File: src/rtl/dbg_pkg.sv
// Shared constants for the MIPS debug dump controller: command bytes, frame
// markers, fixed frame byte offsets and the controller state encoding.
package dbg_pkg;

  localparam logic [7:0] CMD_INIT = 8'h69;
  localparam logic [7:0] CMD_CONT = 8'h63;
  localparam logic [7:0] CMD_STEP = 8'h73;
  localparam logic [7:0] HDR      = 8'hA5;
  localparam logic [7:0] ACK      = 8'h06;

  localparam int unsigned OFF_PC    = 1;
  localparam int unsigned OFF_INSTR = 5;
  localparam int unsigned OFF_REGS  = 9;
  localparam int unsigned OFF_MEM   = 137;

  typedef enum logic [3:0] {
    S_IDLE, S_INIT, S_ACK, S_RUN, S_STEP, S_SEND, S_WAIT_TX, S_MEM_ADDR, S_MEM_WAIT
  } state_e;

endpackage

File: src/rtl/dbg_byte_sel.sv
// Combinational frame byte mux: maps a frame byte index to the header, PC,
// instruction, register or latched memory-word byte (MSB first per word).
module dbg_byte_sel
  import dbg_pkg::*;
#(
  parameter int IDX_W = 8
) (
  input  logic [IDX_W-1:0] idx_i,
  input  logic [8:0]       pc_i,
  input  logic [31:0]      instr_i,
  input  logic [1023:0]    regs_i,
  input  logic [31:0]      mem_word_i,
  output logic [7:0]       byte_o
);

  int unsigned i;
  int unsigned ridx;
  logic [31:0] word;
  logic [1:0]  boff;

  // All section bases are 1 mod 4, so the low two bits of (i - base) give the byte lane.
  always_comb begin
    i    = 32'(idx_i);
    ridx = 0;
    word = '0;
    boff = '0;
    if (i >= OFF_MEM) begin
      word = mem_word_i;
      boff = 2'(i - OFF_MEM);
    end else if (i >= OFF_REGS) begin
      ridx = (i - OFF_REGS) >> 2;
      for (int unsigned k = 0; k < 32; k++)
        if (k == ridx) word = regs_i[32*k +: 32];
      boff = 2'(i - OFF_REGS);
    end else if (i >= OFF_INSTR) begin
      word = instr_i;
      boff = 2'(i - OFF_INSTR);
    end else if (i >= OFF_PC) begin
      word = {23'd0, pc_i};
      boff = 2'(i - OFF_PC);
    end
  end

  always_comb begin
    byte_o = '0;
    if (i == 0) byte_o = HDR;
    else begin
      case (boff)
        2'd0: byte_o = word[31:24];
        2'd1: byte_o = word[23:16];
        2'd2: byte_o = word[15:8];
        default: byte_o = word[7:0];
      endcase
    end
  end

endmodule

File: src/rtl/debug_dump_ctrl.sv
// Host debug controller for the pipelined MIPS core: decodes UART commands and
// streams a PC/instr/register/memory snapshot. DBG_CHECKSUM_EN appends an XOR byte.
module debug_dump_ctrl
  import dbg_pkg::*;
#(
  parameter int N_MEM_WORDS    = 16,
  parameter int INIT_CYCLES    = 2,
  parameter int MAX_RUN_CYCLES = 0
) (
  input  logic          clk,
  input  logic          reset,
  input  logic [7:0]    rx_data,
  input  logic          rx_done,
  output logic [7:0]    tx_data,
  output logic          tx_start,
  input  logic          tx_done,
  input  logic [8:0]    pc_in,
  input  logic [31:0]   instr_in,
  input  logic [1023:0] regs_in,
  input  logic          finalW_in,
  input  logic [31:0]   mem_data_in,
  output logic          inicio,
  output logic          activo,
  output logic          mem_in,
  output logic          mem_write_in,
  output logic [11:0]   add_out,
  output logic          busy
);

  localparam int unsigned MEM_END = OFF_MEM + 4 * N_MEM_WORDS;
`ifdef DBG_CHECKSUM_EN
  localparam int unsigned FRAME_LEN = MEM_END + 1;
`else
  localparam int unsigned FRAME_LEN = MEM_END;
`endif
  localparam int IDX_W = $clog2(FRAME_LEN + 1);
  localparam logic [IDX_W-1:0] IDX_MEM     = IDX_W'(OFF_MEM);
  localparam logic [IDX_W-1:0] IDX_MEM_END = IDX_W'(MEM_END);
  localparam logic [IDX_W-1:0] IDX_LAST    = IDX_W'(FRAME_LEN);

  state_e           state_q, state_d;
  logic [IDX_W-1:0] idx_q, idx_d, idx_inc, mem_off;
  logic [31:0]      cnt_q, cnt_d;
  logic [11:0]      add_q, add_d;
  logic             mem_in_q, mem_in_d, ack_q, ack_d, boot_q;
  logic [31:0]      mem_word_q;
  logic [7:0]       sel_byte, frame_byte;
  logic             run_exit;
`ifdef DBG_CHECKSUM_EN
  logic [7:0]       csum_q, csum_d;
`endif

  dbg_byte_sel #(.IDX_W(IDX_W)) u_sel (
    .idx_i(idx_q), .pc_i(pc_in), .instr_i(instr_in), .regs_i(regs_in),
    .mem_word_i(mem_word_q), .byte_o(sel_byte)
  );

  assign idx_inc  = idx_q + IDX_W'(1);
  assign mem_off  = idx_inc - IDX_MEM;
  assign run_exit = finalW_in || ((MAX_RUN_CYCLES != 0) && (cnt_q == 32'(MAX_RUN_CYCLES)));
`ifdef DBG_CHECKSUM_EN
  assign frame_byte = (idx_q == IDX_MEM_END) ? csum_q : sel_byte;
`else
  assign frame_byte = sel_byte;
`endif

  always_comb begin
    state_d  = state_q;
    idx_d    = idx_q;
    cnt_d    = cnt_q;
    add_d    = add_q;
    mem_in_d = mem_in_q;
    ack_d    = ack_q;
    inicio   = boot_q;
    activo   = 1'b0;
    tx_start = 1'b0;
    tx_data  = '0;
`ifdef DBG_CHECKSUM_EN
    csum_d   = csum_q;
`endif
    case (state_q)
      S_IDLE: begin
        idx_d = '0;
        cnt_d = '0;
        ack_d = 1'b0;
`ifdef DBG_CHECKSUM_EN
        csum_d = '0;
`endif
        if (rx_done) begin
          case (rx_data)
            CMD_INIT: state_d = S_INIT;
            CMD_CONT: state_d = S_RUN;
            CMD_STEP: state_d = S_STEP;
            default:  state_d = S_IDLE;
          endcase
        end
      end
      S_INIT: begin
        inicio = 1'b1;
        cnt_d  = cnt_q + 32'd1;
        if (cnt_q == 32'(INIT_CYCLES - 1)) state_d = S_ACK;
      end
      S_ACK: begin
        tx_start = 1'b1;
        tx_data  = ACK;
        ack_d    = 1'b1;
        state_d  = S_WAIT_TX;
      end
      S_RUN: begin
        if (run_exit) state_d = S_SEND;
        else begin
          activo = 1'b1;
          if (cnt_q != '1) cnt_d = cnt_q + 32'd1;
        end
      end
      S_STEP: begin
        activo  = 1'b1;
        state_d = S_SEND;
      end
      S_SEND: begin
        tx_start = 1'b1;
        tx_data  = frame_byte;
        state_d  = S_WAIT_TX;
`ifdef DBG_CHECKSUM_EN
        csum_d   = csum_q ^ frame_byte;
`endif
      end
      S_WAIT_TX: begin
        if (tx_done) begin
          if (ack_q) state_d = S_IDLE;
          else begin
            idx_d = idx_inc;
            if (idx_inc == IDX_MEM_END) mem_in_d = 1'b0;
            if (idx_inc == IDX_LAST) state_d = S_IDLE;
            else if (idx_inc >= IDX_MEM && idx_inc < IDX_MEM_END && mem_off[1:0] == 2'b00) begin
              state_d  = S_MEM_ADDR;
              add_d    = 12'(mem_off >> 2);
              mem_in_d = 1'b1;
            end else state_d = S_SEND;
          end
        end
      end
      // Address settles this cycle; memory returns the word one cycle later.
      S_MEM_ADDR: state_d = S_MEM_WAIT;
      S_MEM_WAIT: state_d = S_SEND;
      default:    state_d = S_IDLE;
    endcase
  end

  always_ff @(posedge clk) begin
    if (reset) begin
      state_q  <= S_IDLE;
      idx_q    <= '0;
      cnt_q    <= '0;
      add_q    <= '0;
      mem_in_q <= 1'b0;
      ack_q    <= 1'b0;
      boot_q   <= 1'b1;
`ifdef DBG_CHECKSUM_EN
      csum_q   <= '0;
`endif
    end else begin
      state_q  <= state_d;
      idx_q    <= idx_d;
      cnt_q    <= cnt_d;
      add_q    <= add_d;
      mem_in_q <= mem_in_d;
      ack_q    <= ack_d;
      boot_q   <= 1'b0;
`ifdef DBG_CHECKSUM_EN
      csum_q   <= csum_d;
`endif
    end
  end

  always_ff @(posedge clk) begin
    if (state_q == S_MEM_WAIT) mem_word_q <= mem_data_in;
  end

  assign add_out      = add_q;
  assign mem_in       = mem_in_q;
  assign mem_write_in = 1'b0;
  assign busy         = (state_q != S_IDLE);

endmodule

File: config.mk
export PLATFORM = sky130hd
export DESIGN_NAME = debug_dump_ctrl
export DESIGN_NICKNAME = d
export VERILOG_FILES = /design/src/rtl/dbg_pkg.sv /design/src/rtl/dbg_byte_sel.sv /design/src/rtl/debug_dump_ctrl.sv
export SDC_FILE = /design/constraint.sdc
export NUM_CORES = 1
export LEC_CHECK = 0
export CORE_AREA = 10 10 434 436
export DETAILED_ROUTE_END_ITERATION = 8
export DIE_AREA = 0 0 444 446
export PLACE_DENSITY = 0.31
export REMOVE_ABC_BUFFERS = 1
export SLEW_MARGIN = 10
export SYNTH_ARGS = -nofsm -noshare
export SYNTH_HDL_FRONTEND = slang
export SYNTH_SLANG_ARGS = --single-unit
File: constraint.sdc
create_clock -name clk -period 6.6 [get_ports clk]
set_input_delay 1.32 -clock clk [delete_from_list [all_inputs] [get_ports clk]]
set_output_delay 1.32 -clock clk [all_outputs]
set_load 0.01 [all_outputs]
==> flow_summary.toml <==
[grt]
grt_overflow = 0
use_met1_pct = 29.8
grtUsageTotal_pct = 24.6
grt_max_degree = 40
grt.busiest_layer = "met2"
antenna_found_initial = 144
use_met3_pct = 5.91
grt_pass1_vias = 25894
grt_pass1_wl_mm = 318
grt_use_met2_pct = 43.1

[floorplan]
die_y_um = 446
core_area_um2 = 180000
initial_core_util_pct = 7.94
die_x_um = 444
dieArea_um2 = 198000
ioPinCount = 1136
rows = 156

[synth]
syn_inst = 1967
yosysTopAreaCell = "a22oi_1"
syn_area_per_cell_um2 = 7.26
synth-edff-count = 32
synth_top_area_share_pct = 9.04
synth_area_um2 = 14300
yosysWarningCount = 0
synthArstFlopShare_pct = 0
ys_top_cells_by_area = "a22oi_1 (9.0%), dfxtp_1 (7.4%), edfxtp_1 (6.7%)"
ys_ff_latch = 85
ys.flop_type = "dfxtp_1"
yosysUniqueCellTypes = 108
yosysSeqAreaShare_pct = 14.2

[sta]
hold_viol = 0
relSlewSlack_pct = 17.1
fin_ws_ns = 0.0772
fin_crit_sh_pct = 98.8
maxSlewViolCount = 0
finClkSkew_ns = 0.0225
setup-violations-final = 0
max_freq_mhz = 153
fin_crit_ns = 6.52
worstMarginPinSlew_ns = 1.24
rsz0062_at_grt = "true"

[route]
detail-route-antenna-nets = 0
wl_mm = 259
vias = 25888
drt_pass1_iterations = 9
drtIter0Drc = 2941
vias_per_cell = 4.60
routedWlPerCell_um = 46.1
drc = 0

[setup_path]
endpoint_kind = "output port"
worstSetupStartpoint = "idx_q[0]"
cp_slowest_cell = "a22oi_1"
r2r-start = "idx_q[2]"
startpoint_type = "register"
critPathKind = "register to output port"
cp.required_ns = 5.28
cp.buffers_inverters = 5
crit_chain = "inv_1, ha_2, buf_4, nor2_1, a21boi_2, nor2_2, buf_4, nor2_1, buf_4, a22oi_1, o22ai_1, a2111oi_2, o31ai_1, a32oi_1, a31oi_4, buf_12"
worstPathArrival_ns = 5.20
path_delay_family = "compound AO/OA/AOI/OAI gates"
cpPeakStageDelay_ns = 0.56
crit_fanout = 12
cp_common_cell = "buf_4"

[hold_path]
min_from = "add_out[0]"
hold_path.class = "register to register"

[pwr]
p_leak_nw = 10.1
finalPower_mw = 2.00
powerDensity_nw_per_um2 = 65.0
peakVddDrop_v = 0.000129

[cts]
cts_sinks = 85
clkSlewWorstSetupHoldPaths_ns = 0.09
clk-insertion-delay-late_ns = 0.40
cts_max_path_buffers = 2
cts_tree = "done"
cts_buffers = 9
cts_max_level = 3
cts_root_buf = "clkbuf_16"

[place]
port_buffers = 1128
routabilityCongestion = 0.980
dp.cells = 5553
dp_slack_ns = -0.199
post-dp-hpwl_mm = 227

[layout]
fin_cells = 5622
drive_above_1_share_pct = 13.7
syn_to_final_growth_pct = 116
nNetsFinal = 4315

[flow_run]
max_cap_viol_count = 0

[status]
status = "finished clean"
==> kinds of logic (layout without fill, tap and decap cells) <==
| group | Yosys count | after routing | share of synthesized area (%) |
|---|---|---|---|
| xor gates and xnor gates | 42 | 42 | 2.58 |
| muxes | 39 | 39 | 3.93 |
| AOI/OAI and AO/OA | 943 | 943 | 48.7 |
| DFF | 85 | 85 | 14.2 |
| adders and majority gates | 6 | 6 | 0.526 |
| buffers and inverters | 207 | 1438 | 7.26 |
| and+or+nand+nor | 644 | 644 | 22.8 |
| other | 1 | 55 | 0.0263 |
==> Yosys cell counts (all sizes together) (8+ instances only) <==
library cell and number:
a32o 8, nand2 160, o2bb2ai 9, mux2i 20, buf 127, a21o 10
edfxtp 32, o221ai 23, clkbuf 55, nor2 167, inv 24, xnor2 23
a22o 30, dfxtp 53, and4 13, nand4 41, a32oi 10, o211ai 25
o21ai 149, xor2 19, a222oi 46, o31ai 14, o2111ai 9, nand3 86
and2 10, a31oi 30, a22oi 172, or3 16, nor4 17, and3 15
a2111oi 15, mux4 13, nor2b 9, a211oi 38, a21oi 144, a221oi 73
nand2b 9, a221o 23, nor3 70, o22ai 39
==> tightest hold or removal path: stages, from the launching register on <==
cell and delay [ns]:
dfxtp_1 0.33, mux2i_1 0.06, nor2_1 0.08
==> layout by cell type (no fill, tap or decap), types with 10 or more instances in the layout <==
cell type	n
inv_1	23
and3_1	15
mux4_2	13
a22oi_1	172
o31ai_1	11
a222oi_1	46
a22o_1	30
buf_12	25
nand3_1	82
nor3_4	13
nor2_1	157
a221o_1	22
nand2_1	154
dfxtp_1	50
o21ai_0	130
buf_4	250
nor4_1	16
o221ai_1	23
o22ai_1	39
edfxtp_1	32
a21o_1	10
a21oi_1	134
diode_2	48
o211ai_1	24
nand4_1	41
xnor2_1	22
or3_1	15
clkdlybuf4s50_1	1120
xor2_1	19
a31oi_1	28
nor3_1	47
a211oi_1	26
nor3_2	10
mux2i_1	20
a221oi_1	70
o21ai_1	11
and4_1	12
==> repair_timing <==
| item | 4_1_cts | 5_1_grt |
|---|---|---|
| endpoints found under the setup margin | 7 | 7 |
| hold buffers | 0 | 0 |
| pin swaps | 0 | 4 |
| resized for setup | 20 | 16 |
| setup buffers | 0 | 5 |
==> registers in the layout (all words and copies together) (netlist names) <==
register and flops:
cnt_q 32, mem_word_q 32, idx_q 8, add_out 6, state_q 4, ack_q 1
boot_q 1, mem_in 1
==> metal layers <==
layer / vias up / wire (um)
li1: 10610 / -
met1: 13304 / 105000
met2: 1529 / 127000
met3: 335 / 18500
met4: 110 / 8230
met5: - / 726
==> area by class of cell <==
type,instances,area [um2]
Inverter,25,93.8
Fill cell,20457,149000
Timing Repair Buffer,1397,13600
Antenna cell,48,120
Tap cell,2370,2970
Sequential cell,85,2030
Clock buffer,9,225
Multi-Input combinational cell,1681,11700
Clock inverter,7,77.6
==> path summary, 6_finish.rpt <==
check,end,slack (ns),cells past startpoint
worst max register to register,state_q[0],3.15,9
worst min-delay path,add_out[0],0.50,2
worst max-delay path,tx_data[6],0.08,16
worst min register to register,add_out[0],0.50,2
==> through the flow <==
step	setup TNS (ns)	utilization [%]	area, um2	hold WS, ns
after detailed placement	-0.199	16.8	30100	0.490
final	0	17.1	30800	0.502
after global placement	-1.46	16.7	30100	0.477
after CTS	0	17.0	30500	0.505
after floorplan	-7.40	-	13400	0.460
after global routing	-0.0669	17.1	30700	0.535
==> power breakdown <==
group          switching [mW]  internal [mW]
Sequential           0.000285          0.543
Clock                   0.310          0.269
Combinational           0.273          0.605
Total                   0.583           1.42
Note: power is estimated with default switching activity, not from simulation.
